File: src/rtl/reg_file_sb.sv
// reg_file_sb: byte-writable register file with a busy (scoreboard) bit per register.
// Define REG_FILE_BYPASS_EN to forward a same-cycle write to the read ports.
module reg_file_sb #(
  parameter int DATA_W   = 32,
  parameter int DEPTH    = 32,
  parameter int NUM_RD   = 2,
  parameter int ZERO_REG = 1,
  localparam int ADDR_W  = (DEPTH > 1) ? $clog2(DEPTH) : 1,
  localparam int NB      = DATA_W / 8
) (
  input  logic                     clk,
  input  logic                     rst,
  input  logic                     wr_en,
  input  logic [ADDR_W-1:0]        wr_addr,
  input  logic [NB-1:0]            wr_be,
  input  logic [DATA_W-1:0]        wr_data,
  input  logic                     rsv_en,
  input  logic [ADDR_W-1:0]        rsv_addr,
  input  logic                     flush,
  input  logic [NUM_RD*ADDR_W-1:0] rd_addr,
  output logic [NUM_RD*DATA_W-1:0] rd_data,
  output logic [NUM_RD-1:0]        rd_busy,
  output logic [ADDR_W:0]          busy_cnt
);

  logic [DATA_W-1:0] regs_q [DEPTH];
  logic [DATA_W-1:0] regs_d [DEPTH];
  logic [DEPTH-1:0]  busy_q;
  logic [DEPTH-1:0]  busy_d;
  logic [ADDR_W:0]   busy_cnt_q;
  logic [ADDR_W:0]   busy_cnt_d;
  logic              wr_ok;
  logic              rsv_ok;

  // Address holds real storage: in range and not the hardwired zero register.
  function automatic logic addr_ok(input logic [ADDR_W-1:0] a);
    addr_ok = (32'(a) < 32'(DEPTH)) && !((ZERO_REG != 0) && (a == '0));
  endfunction

  function automatic logic [DATA_W-1:0] merge(input logic [DATA_W-1:0] old_v,
                                              input logic [DATA_W-1:0] new_v,
                                              input logic [NB-1:0]     be);
    merge = old_v;
    for (int b = 0; b < NB; b++) begin
      if (be[b]) merge[b*8 +: 8] = new_v[b*8 +: 8];
    end
  endfunction

  assign wr_ok  = wr_en && addr_ok(wr_addr);
  assign rsv_ok = rsv_en && !flush && addr_ok(rsv_addr);

  // Reserve is applied after the write clear so it wins on a shared address.
  always_comb begin
    regs_d = regs_q;
    busy_d = flush ? '0 : busy_q;
    if (wr_ok) begin
      regs_d[wr_addr] = merge(regs_q[wr_addr], wr_data, wr_be);
      busy_d[wr_addr] = 1'b0;
    end
    if (rsv_ok) busy_d[rsv_addr] = 1'b1;
    busy_cnt_d = '0;
    for (int i = 0; i < DEPTH; i++) begin
      busy_cnt_d = busy_cnt_d + {{ADDR_W{1'b0}}, busy_d[i]};
    end
  end

  always_ff @(posedge clk) begin
    if (!rst) begin
      for (int i = 0; i < DEPTH; i++) regs_q[i] <= '0;
      busy_q     <= '0;
      busy_cnt_q <= '0;
    end else begin
      for (int i = 0; i < DEPTH; i++) regs_q[i] <= regs_d[i];
      busy_q     <= busy_d;
      busy_cnt_q <= busy_cnt_d;
    end
  end

  always_comb begin
    rd_data = '0;
    rd_busy = '0;
    for (int k = 0; k < NUM_RD; k++) begin
      if (addr_ok(rd_addr[k*ADDR_W +: ADDR_W])) begin
        rd_data[k*DATA_W +: DATA_W] = regs_q[rd_addr[k*ADDR_W +: ADDR_W]];
        rd_busy[k]                  = busy_q[rd_addr[k*ADDR_W +: ADDR_W]];
`ifdef REG_FILE_BYPASS_EN
        if (wr_ok && (wr_addr == rd_addr[k*ADDR_W +: ADDR_W])) begin
          rd_data[k*DATA_W +: DATA_W] = merge(regs_q[rd_addr[k*ADDR_W +: ADDR_W]],
                                              wr_data, wr_be);
          rd_busy[k] = rsv_ok && (rsv_addr == rd_addr[k*ADDR_W +: ADDR_W]);
        end
`endif
      end
    end
  end

  assign busy_cnt = busy_cnt_q;

endmodule

File: config.mk
export PLATFORM = sky130hd
export DESIGN_NAME = reg_file_sb
export DESIGN_NICKNAME = d
export VERILOG_FILES = /design/src/rtl/reg_file_sb.sv
export SDC_FILE = /design/constraint.sdc
export NUM_CORES = 2
export LEC_CHECK = 0
export ABC_CLOCK_PERIOD_IN_PS = 8500
export CORE_ASPECT_RATIO = 0.9
export CORE_MARGIN = 3
export CORE_UTILIZATION = 34
export DETAILED_ROUTE_END_ITERATION = 7
export PLACE_DENSITY = 0.52
export SKIP_CTS_REPAIR_TIMING = 1
export SLEW_MARGIN = 20
export SYNTH_ARGS = -nofsm -noshare
export SYNTH_HDL_FRONTEND = slang
export SYNTH_SLANG_ARGS = --single-unit
File: constraint.sdc
create_clock -name clk -period 8.5 [get_ports clk]
set_input_delay 1.275 -clock clk [delete_from_list [all_inputs] [get_ports clk]]
set_output_delay 1.275 -clock clk [all_outputs]
set_load 0.01 [all_outputs]
==> flow_summary.ini <==
[sta]
fin_skew_ns = 0.0286
hold_slack_ns = 0.482
fmax_mhz = 141
finalSetupViolCount = 0
min_period_over_period_pct = 83.6
fin_tns_setup_ns = 0
relSlewSlack_pct = 17.9
rsz0062_at_grt = false
worstMarginPinSlew_ns = 1.22
slew_violations = 0
finalCriticalPeriod_ns = 7.10
hold_viol = 0

[global_route]
grt.overflow.total = 0
grt_pass1_vias = 47267
grt_max_degree = 138
grt_util_all_layers_pct = 25.8
antenna_found_initial = 14
grt_pass1_wl_mm = 356

[clocking]
clkSlewWorstSetupHoldPaths_ns = 0.06
clockRootBuffer = clkbuf_16
cts_buffer_depth = 3
clk_latency_ns = 0.77
cts_buffers = 114
cts_tree = built
cts_htree_levels = 3
cts_sinks = 1062

[worst_setup_path]
crit_path_cell_trace = clkdlybuf4s50_1, buf_4, nor3_4, nand2_4, a32oi_1, fa_1, inv_1, fa_1, fa_1, fa_1, inv_1, fa_1, fa_1, inv_1, ha_1, fa_1, a21o_1, a21oi_1, xnor2_1, and2_1
end_kind = register
critical_path_class = in -> reg
crit_fanout = 21
critical-path-slowest-cell = nor3_4
arrival_ns = 7.76
crit_required_ns = 9.16
worst_setup_path_start_kind = input port
max_stage_delay_ns = 0.65
path_common_cell = fa_1

[detailed_routing]
drt_iter0_drc = 6518
dr.pass1.iters = 5
wl_mm = 249
ant_nets = 0
wl_per_cell_um = 31.4
route.vias.total = 50637
post-route-drc-count = 0
vias_per_cell = 6.39

[placement]
hpwl_mm = 153
port_buffers = 132
place.gp.congestion = 0.903

[layout]
drive_above_1_share_pct = 26.9
area_delta_synth_final_pct = 10.1
finish.utilization_pct = 37.7
layout.nets = 5518
fill_cells = 17599
mostFrequentLayoutCells = 1,062 x dfxtp_1, 1,024 x nand3_1, 773 x mux4_2
final_common_cell = dfxtp_1

[yosys]
syn_inst = 5738
dominantRegCellSynth = dfxtp_1
synth_nets = 5830
synth_edf_count = 0
yosysUniqueCellTypes = 79
avgSynthCellArea_um2 = 10.8
synth_top_cell_by_area = dfxtp_1
yosys.area.top_type_share_pct = 34.3
async_reset_ff_share_pct = 0
netlist_area_um2 = 62000
synth_warnings = 0
ys_ff_latch = 1062
yosys-top-cells-area = dfxtp_1 34%, mux4_2 28%, nand3_1 8.3%
yosysSeqAreaShare_pct = 34.3

[die]
fp-row-count = 148
die_area_um2 = 187000
die_y_um = 411
io_pins = 133
die_w_um = 456
initial_core_util_pct = 34.3
core-area_um2 = 181000

[pwr]
leakagePower_nw = 22.8
ir_worst_vdd_mv = 0.176
power_mw = 11.4
power_density_nw_per_um2 = 167

[flow_run]
drv_cap = 0

[run_status]
outcome = finished clean

[worst_hold_path]
hold_class = reg -> reg
## kinds of logic (layout without fill, tap and decap cells)
family | after synthesis | in the layout | share of synthesized area, %
adders and majority gates | 31 | 31 | 0.916
muxes | 1053 | 1053 | 32.8
xor gates and xnor gates | 2 | 2 | 0.0283
DFF | 1062 | 1062 | 34.3
other | 0 | 8 | 0
and+or+nand+nor | 1406 | 1406 | 11.5
buffers and inverters | 817 | 596 | 6.51
AOI/OAI and AO/OA | 1367 | 1367 | 13.9
## layout make-up
type	instances	area [um^2]	share of cell area, %
tap	2400	3000	4.40
multi-input combinational	3859	37000	54.3
clock buffer	163	3350	4.91
antenna	8	20.0	0.0293
timing repair buffer	290	2720	3.98
inverter	99	372	0.545
clock inverter	44	483	0.708
sequential	1062	21300	31.2
## where the power goes
| part | leakage [nW] | switching [mW] | total, mW | internal [mW] |
|---|---|---|---|---|
| sequential | 8.56 | 0.0289 | 5.03 | 5.01 |
| combinational | 12.3 | 0.799 | 1.14 | 0.339 |
| clock | 1.90 | 2.25 | 5.22 | 2.97 |
| total | 22.8 | 3.08 | 11.4 | 8.32 |
## cells in the mapped netlist, types with 58 or more instances
cell	number
clkbuf_1	387
buf_2	169
mux2i_1	270
nand2_1	146
buf_4	63
a22oi_1	92
mux4_2	773
o22ai_1	62
inv_1	98
o21ai_1	312
dfxtp_1	1062
o21ai_2	264
o21ai_0	455
nand3_1	1026
o31ai_1	58
## state kept, by name, summed over array words and instances (netlist names)
register / cells
regs_q: 1024
busy_cnt: 6
busy_q: 32
## worst max-delay path: cells and delay by family
kind	cells	cell delay [ns]
simple gates	3	1.16
xor+xnor	1	0.08
fa+ha+maj	8	3.45
buf+inv	5	1.06
compound gates	3	0.74
## through the flow
step / worst slack (ns) / cells / instance area, um^2
2_1_floorplan: 1.54 / 5738 / 62000
3_3_place_gp: 0.688 / 7710 / 64400
3_5_place_dp: 0.703 / 7710 / 64400
4_1_cts: 1.53 / 7917 / 68200
5_1_grt: 1.19 / 7919 / 68200
6_report: 1.40 / 7925 / 68200
## metal layers
| metal | share of wire (%) | track usage [%] | up-vias |
|---|---|---|---|
| met1 | 41 | 35.7 | 25678 |
| met5 | 0.011 | 0 | - |
| li1 | - | - | 21593 |
| met3 | 9.8 | 5.09 | 522 |
| met2 | 44 | 39.2 | 2840 |
| met4 | 4.8 | 11.3 | 4 |
## path summary, 6_finish.rpt
kind                         endpoint  slack [ns]                     start  cells past startpoint
max reg2reg    busy_cnt[4]$_SDFF_PN0_        3.28     busy_q[23]$_SDFF_PN0_                     16
min reg2reg  regs_q[423]$_SDFFE_PN0P_        0.48  regs_q[423]$_SDFFE_PN0P_                      2
max            busy_cnt[4]$_SDFF_PN0_        1.40                wr_addr[2]                     20
min          regs_q[423]$_SDFFE_PN0P_        0.48  regs_q[423]$_SDFFE_PN0P_                      2
(Power assumes the default switching activity.)
